===== src/rtl/add_pkg.sv =====
// Shared definitions for the streaming add / accumulate stages.
// Holds the default data width, the data word type and the saturation ceiling.
package add_pkg;

  localparam int DEFAULT_WIDTH = 32;

  typedef logic [DEFAULT_WIDTH-1:0] data_t;

  localparam data_t SAT_MAX = '1;

endpackage : add_pkg


===== src/rtl/add_sat_unit.sv =====
// Combinational unsigned adder: sum = a + b.
// Default build wraps modulo 2^WIDTH. With ADD_ACCUM_SATURATE_EN defined,
// any result above 2^WIDTH-1 clamps to all ones.
module add_sat_unit
  import add_pkg::*;
#(
  parameter int WIDTH = DEFAULT_WIDTH
) (
  input  logic [WIDTH-1:0] a,
  input  logic [WIDTH-1:0] b,
  output logic [WIDTH-1:0] sum
);

`ifdef ADD_ACCUM_SATURATE_EN
  logic [WIDTH:0] full;

  // Widen by one bit so the carry-out flags an overflow to clamp on
  always_comb begin
    full = {1'b0, a} + {1'b0, b};
    sum  = full[WIDTH] ? {WIDTH{1'b1}} : full[WIDTH-1:0];
  end
`else
  // Plain wrapping add; any carry-out is discarded
  always_comb begin
    sum = a + b;
  end
`endif

endmodule : add_sat_unit


===== src/rtl/add_accum_next.sv =====
// Group accumulator: sums every COUNT accepted input beats and emits the
// sum on a registered valid/ready output. Only the final beat of a group
// can stall, and only while the previous sum is still unconsumed.
// Optional macro ADD_ACCUM_SATURATE_EN switches the adder to saturating.
module add_accum_next
  import add_pkg::*;
#(
  parameter int WIDTH = DEFAULT_WIDTH,
  parameter int COUNT = 4
) (
  input  logic             clk,
  input  logic             rst,
  input  logic [WIDTH-1:0] acc__in0,
  input  logic             acc__in0_vld,
  output logic             acc__in0_rdy,
  output logic [WIDTH-1:0] acc__out0,
  output logic             acc__out0_vld,
  input  logic             acc__out0_rdy
);

  localparam int CNT_W = $clog2(COUNT) + 1;
  localparam logic [CNT_W-1:0] LAST_CNT = CNT_W'(COUNT - 1);

  logic [CNT_W-1:0] cnt;
  logic [WIDTH-1:0] acc;
  logic [WIDTH-1:0] out_reg;
  logic             out_vld_reg;

  logic             last_beat;
  logic             first_beat;
  logic             in_xfer;
  logic             out_xfer;
  logic [WIDTH-1:0] addend;
  logic [WIDTH-1:0] step_sum;

  // Handshake decode; ready deliberately ignores acc__in0_vld
  always_comb begin
    last_beat    = (cnt == LAST_CNT);
    first_beat   = (cnt == '0);
    acc__in0_rdy = !(last_beat && out_vld_reg && !acc__out0_rdy);
    in_xfer      = acc__in0_vld && acc__in0_rdy;
    out_xfer     = out_vld_reg && acc__out0_rdy;
    addend       = first_beat ? '0 : acc;
  end

  add_sat_unit #(
    .WIDTH(WIDTH)
  ) u_add (
    .a  (addend),
    .b  (acc__in0),
    .sum(step_sum)
  );

  // Beat counter, running sum and output register with a no-bubble reload
  always_ff @(posedge clk or posedge rst) begin
    if (rst) begin
      cnt         <= '0;
      acc         <= '0;
      out_reg     <= '0;
      out_vld_reg <= 1'b0;
    end else begin
      if (in_xfer) begin
        if (last_beat) begin
          out_reg <= step_sum;
          cnt     <= '0;
        end else begin
          acc <= step_sum;
          cnt <= cnt + CNT_W'(1);
        end
      end
      if (in_xfer && last_beat) begin
        out_vld_reg <= 1'b1;
      end else if (out_xfer) begin
        out_vld_reg <= 1'b0;
      end
    end
  end

  assign acc__out0     = out_reg;
  assign acc__out0_vld = out_vld_reg;

endmodule : add_accum_next


===== config.mk =====
export PLATFORM = sky130hd
export DESIGN_NAME = add_accum_next
export DESIGN_NICKNAME = d
export VERILOG_FILES = /design/src/rtl/add_pkg.sv /design/src/rtl/add_sat_unit.sv /design/src/rtl/add_accum_next.sv
export SDC_FILE = /design/constraint.sdc
export NUM_CORES = 1
export LEC_CHECK = 0
export ABC_AREA = 1
export CORE_MARGIN = 1
export CORE_UTILIZATION = 52
export CTS_BUF_LIST = sky130_fd_sc_hd__clkbuf_8
export DETAILED_ROUTE_END_ITERATION = 8
export PLACE_DENSITY_LB_ADDON = 0.1
export SYNTH_ARGS = -nofsm -noshare
export SYNTH_HDL_FRONTEND = slang
export SYNTH_HIERARCHICAL = 1
export SYNTH_SLANG_ARGS = --single-unit

===== constraint.sdc =====
create_clock -name clk -period 2.39 [get_ports clk]
set_input_delay 0.239 -clock clk [delete_from_list [all_inputs] [get_ports clk]]
set_output_delay 0.239 -clock clk [all_outputs]
set_load 0.01 [all_outputs]

# Word level (Yosys, flattened, before mapping)
# Cells that the tools add are included.
# word_totals
ff_bits	68
latchBits	0
ramBits	0
rom_bits	0
inputBits	36
output_inout_bits	34
word_cells	23
mem_count	0
# op_classes
add_sub_neg	2
multipliers	0
div	0
order_cmp	0
eq_ne	1
n_shift	0
mux	4
bitwise_logic	1
n_reduce_logical	11
# op_table
operator	count
$add A32 B32 Y32	1
$mux W32	1
$logic_and A1 B1 Y1	5
$reduce_and A2 Y1	2
$add A3 B1 Y3 const B	1
$eq A3 B2 Y1 const B	1
$logic_not A3 Y1	1
$mux W3	1
$logic_not A1 Y1	2
$mux W1	2
$reduce_bool A2 Y1	1
$not A1 Y1	1

# Logic depth before layout (Yosys ltp)
# depth
word_depth	7
mapped_depth	20
mapped_depth_nobuf	19

# By module
# The synthesis kept the hierarchy.
# by_module_without_submodules
module	n_inst	cells_per_inst	area_per_inst_um2
add_accum_next	1	341	2927.8
add_sat_unit	1	494	2384.8

# Worst setup path after synthesis
# No wires, ideal clock.
# synth_timing
path_type	register to register
startpoint	reg cnt[0]
endpoint	reg out_reg[28] (netlist: acc__out0[28])
setup_ps	117
arrival_time_ps	2493
required_time_ps	2273
path_slack_ps	-221
stages_incl_launch_ff	21
path_buffers	1
synth_period_minus_slack_ps	2611
cell_sequence	dfrtp_1 inv_1 ha_1 inv_1 nor2_1 buf_2 nor2_1 ha_1 fa_1 nand3_1 nand3_2 nand2_1 nand2_2 nand2_1 nand2_2 nand2_1 nand2_1 nand2_1 nand2_1 nand4_1 nand2_1
# synth_lines
item	line	text
from (decl)	add_accum_next.sv:24	logic [CNT_W-1:0] cnt;
from (signal assigned)	add_accum_next.sv:68	cnt <= cnt + CNT_W'(1);
$logic_not A3 Y1	add_accum_next.sv:39	first_beat = (cnt == '0);
$mux W32	add_accum_next.sv:43	addend = first_beat ? '0 : acc;
net addend[0]	add_accum_next.sv:33	logic [WIDTH-1:0] addend;
$add A32 B32 Y32	add_sat_unit.sv:25	sum = a + b;
net step_sum[28]	add_accum_next.sv:34	logic [WIDTH-1:0] step_sum;
to (signal assigned)	add_accum_next.sv:64	out_reg <= step_sum;
to (decl)	add_accum_next.sv:26	logic [WIDTH-1:0] out_reg;
# The timed path passes the listed nets, and every way through them passes these cells.
# A chain may end at the register's enable or synchronous reset.

# Worst setup path in the final report
# layout_timing
startpoint	reg cnt[0]
endpoint	reg out_reg[30] (netlist: acc__out0[30])
# Same word-level chain as after synthesis.

==> flow_summary_export.csv <==
group,metric,value,unit
clock_network,insertion_delay,0.37,ns
finish,finalInstanceArea,8300,sq um
logic_synthesis,avgSynthCellArea,6.36,sq um
timing,rsz0062_at_grt,"true",
finish,nFillCells,598,
floorplanning,coreArea,9820,sq um
timing,tns,-11.24,ns
routing,vias_per_cell,5.46,
worst_hold_path,hold_class,"primary input to async pin",
finish,area_delta_synth_final,56.3,%
pwr,sw_frac_of_total,49.0,%
placement,placement.io_buffers,69,
timing,setup_ws,-0.303,ns
logic_synthesis,synth_seq_cells,68,
logic_synthesis,postSynthCellCount,835,
finish,n_antenna_cell,0,
logic_synthesis,yosysSeqAreaShare,32.0,%
global_route,use_met1,43.1,%
finish,final_util,84.6,%
pwr,p_int,5.89,mW
clock_network,clk_pin_slew,0.08,ns
logic_synthesis,synth_fp_nets,905,
run_status,outcome,"complete, but fails checks",
logic_synthesis,synthDistinctLibCells,29,
timing,max_slew_margin,63.5,%
global_route,globalRouteTotalUtil,33.0,%
global_route,first_global_vias,5492,
placement,postPlaceCellArea,6560,sq um
timing,fin_skew,0.00742,ns
placement,gp_congestion,0.982,
pwr,p_switching,5.65,mW
pwr,power_frac_seq,16.4,%
clock_network,clock_sinks,68,
global_route,gr-total-overflow,0,
flow_run,max_cap_violations,0,
pwr,power_leakage,4.33,nW
logic_synthesis,synthTopCellsByArea,"dfrtp_1 32%, nand2_1 23%, inv_1 10%, ha_1 7.8%, nor2_1 5.1%",
timing,worstMarginPinSlew,0.546,ns
routing,drt-wirelength-per-cell,17.1,um
routing,firstDrtPassIters,7,
clock_network,cts_tree,"built",
global_route,grt_use_met2,55.0,%
clock_network,cts_root_buf,"clkbuf_8",
pwr,pwr-share-comb,76.0,%
floorplanning,die_w,103,um
critical_path,required,2.65,ns
timing,hold_ws,0.266,ns
timing,finalHoldViolCount,0,
logic_synthesis,yosys_warnings,6,
critical_path,crit_path_end_kind,"register",
timing,period_minus_slack,2.69,ns
timing,setup_viol,54,
pwr,power.density,1390,nW/um^2
clock_network,cts.hold.buffers_added,0,
logic_synthesis,syn_area,5310,sq um
critical_path,critical_path_class,"register to register",
critical_path,cp-start-kind,"register",
placement,dp_hpwl,11800,um
logic_synthesis,synth_top_area_share,32.0,%
timing,report.final.slew_viol_count,0,
floorplanning,initial_core_util,54.1,%
global_route,grt_busiest_layer,"met2",
timing,min_period_over_period,113,%
timing,max_freq,0.371,GHz
placement,dp_slack,-0.266,ns
global_route,antenna_found_initial,0,
global_route,met3_usage,4.68,%
floorplanning,rows,36,
routing,postRouteAntennaNets,0,
routing,drt_first_iter_violations,459,
finish,num-nets-final,1056,
pwr,vdd_drop_max,858,uV
floorplanning,design.die.area,10600,sq um
routing,wirelength,19200,um
global_route,grt_max_degree,69,
global_route,grt_pass1_wl,26500,um
clock_network,h-tree-depth,3,
critical_path,worstPathArrival,2.95,ns
floorplanning,dieHeight,103,um
routing,vias,6137,
critical_path,path_max_fanout,5,
pwr,clock_power_share,7.6,%
clock_network,cts_buffers,9,
run_status,violations,"design-rule violations, negative setup slack",
logic_synthesis,yosysTopAreaCell,"dfrtp_1",
finish,drive_gt1_share,37.7,%
floorplanning,ioPinCount,70,
clock_network,clock_path_buffers,2,
routing,post-route-drc-count,1,
-- cells in the mapped netlist --
cell type and count:
nand3_1 24, xor2_1 14, nor3_1 3, nand4_1 35, o21ai_0 2, nor2_1 72
inv_1 148, o21ai_1 30, a21boi_0 1, a21o_1 1, clkbuf_1 8, or2_4 1
a21oi_1 19, nand3_2 4, ha_1 33, buf_2 9, nor2_2 3, buf_4 2
nor2_4 1, nand2_2 14, nor3_2 2, o21bai_1 2, fa_1 1, xnor2_1 2
a21oi_2 1, dfrtp_1 68, inv_2 4, buf_6 4, nand2_1 327
-- repair_timing --
action                     4_1_cts  5_1_grt
resized for setup               67      251
pin swaps                       31      144
gates cloned                     2        1
setup endpoints to repair       52       58
buffers inserted                14       19
-- logic make-up (layout without fill, tap and decap cells) --
kind of cell	after synthesis	in the layout	synth area share (%)
simple gates	486	486	38.4
buf+inv	175	331	13.3
flops	68	68	32.0
compound gates	56	56	5.53
fa+ha+maj	34	34	8.15
xor+xnor	16	16	2.64
-- power by group through the flow --
stage | Clock [mW] | Combinational [mW] | Sequential [mW]
after floorplan | 0 | 3.51 | 1.98
after global placement | 0 | 5.64 | 1.87
after detailed placement | 0 | 5.76 | 1.90
after CTS | 0.884 | 6.55 | 1.88
after global routing | 0.923 | 9.40 | 1.94
final | 0.875 | 8.77 | 1.89
-- metrics by stage --
step,instances,power [mW]
2_1_floorplan,835,5.49
5_1_grt,1124,12.3
3_5_place_dp,1076,7.66
4_1_cts,1108,9.31
3_3_place_gp,1076,7.51
6_report,1124,11.5
-- registers in the layout, summed over array words and instances, names as in the netlist --
register       cells
acc               32
acc__out0         32
acc__out0_vld      1
cnt                3
-- layout by cell type, fill, tap and decap left out, drive strengths merged, types with 20 or more instances in the layout --
cell type,instances
nand2,341
inv,154
buf,93
nor2,76
clkdlybuf4s50,69
dfrtp,68
nand4,35
ha,33
o21ai,32
nand3,28
a21oi,20
-- cell type report --
type / count / area, sq um / share of cell area, %
multi-input cells: 592 / 4150 / 50.0
flip-flops and latches: 68 / 1700 / 20.5
repair buffers: 163 / 1550 / 18.6
inverters: 152 / 571 / 6.87
well taps: 133 / 166 / 2.00
clock buffers: 10 / 138 / 1.66
clock inverters: 6 / 32.5 / 0.392
-- layer usage --
metal  up-vias  wire, um  part of all wire (%)
li1       2842         -                     -
met2       316      9340                    49
met1      2900      7610                    40
met3        79      1430                   7.5
met5         -         0                     0
met4         0       794                   4.1
-- worst max-delay path, cell delays in order, from the launching register on --
cell and delay [ns]:
dfrtp_1 0.42, inv_2 0.09, ha_4 0.13, inv_2 0.04, nor2_4 0.16, buf_12 0.15, buf_12 0.13, nor2_2 0.05
ha_4 0.26, nand2_1 0.08, nand2_1 0.11, nand2_2 0.13, nand2_4 0.08, a21oi_4 0.19, nand2_4 0.14, nand2_4 0.11
nand2_2 0.06, nand2_2 0.08, nand2_2 0.05, nand4_1 0.09, nand2_1 0.05
-- final timing paths --
kind                               startpoint             to  slack (ns)  cells after the start
max in group asynchronous                 rst  acc__out0[22]        1.80                      3
worst min-delay path                      rst  acc__out0[30]        0.27                      3
min in group clk                acc__out0[10]  acc__out0[10]        0.47                      2
worst max register to register         cnt[0]  acc__out0[30]       -0.30                     20
worst min register to register  acc__out0[10]  acc__out0[10]        0.47                      2
worst max-delay path                   cnt[0]  acc__out0[30]       -0.30                     20
No activity file was read; power rests on OpenSTA's default activity.
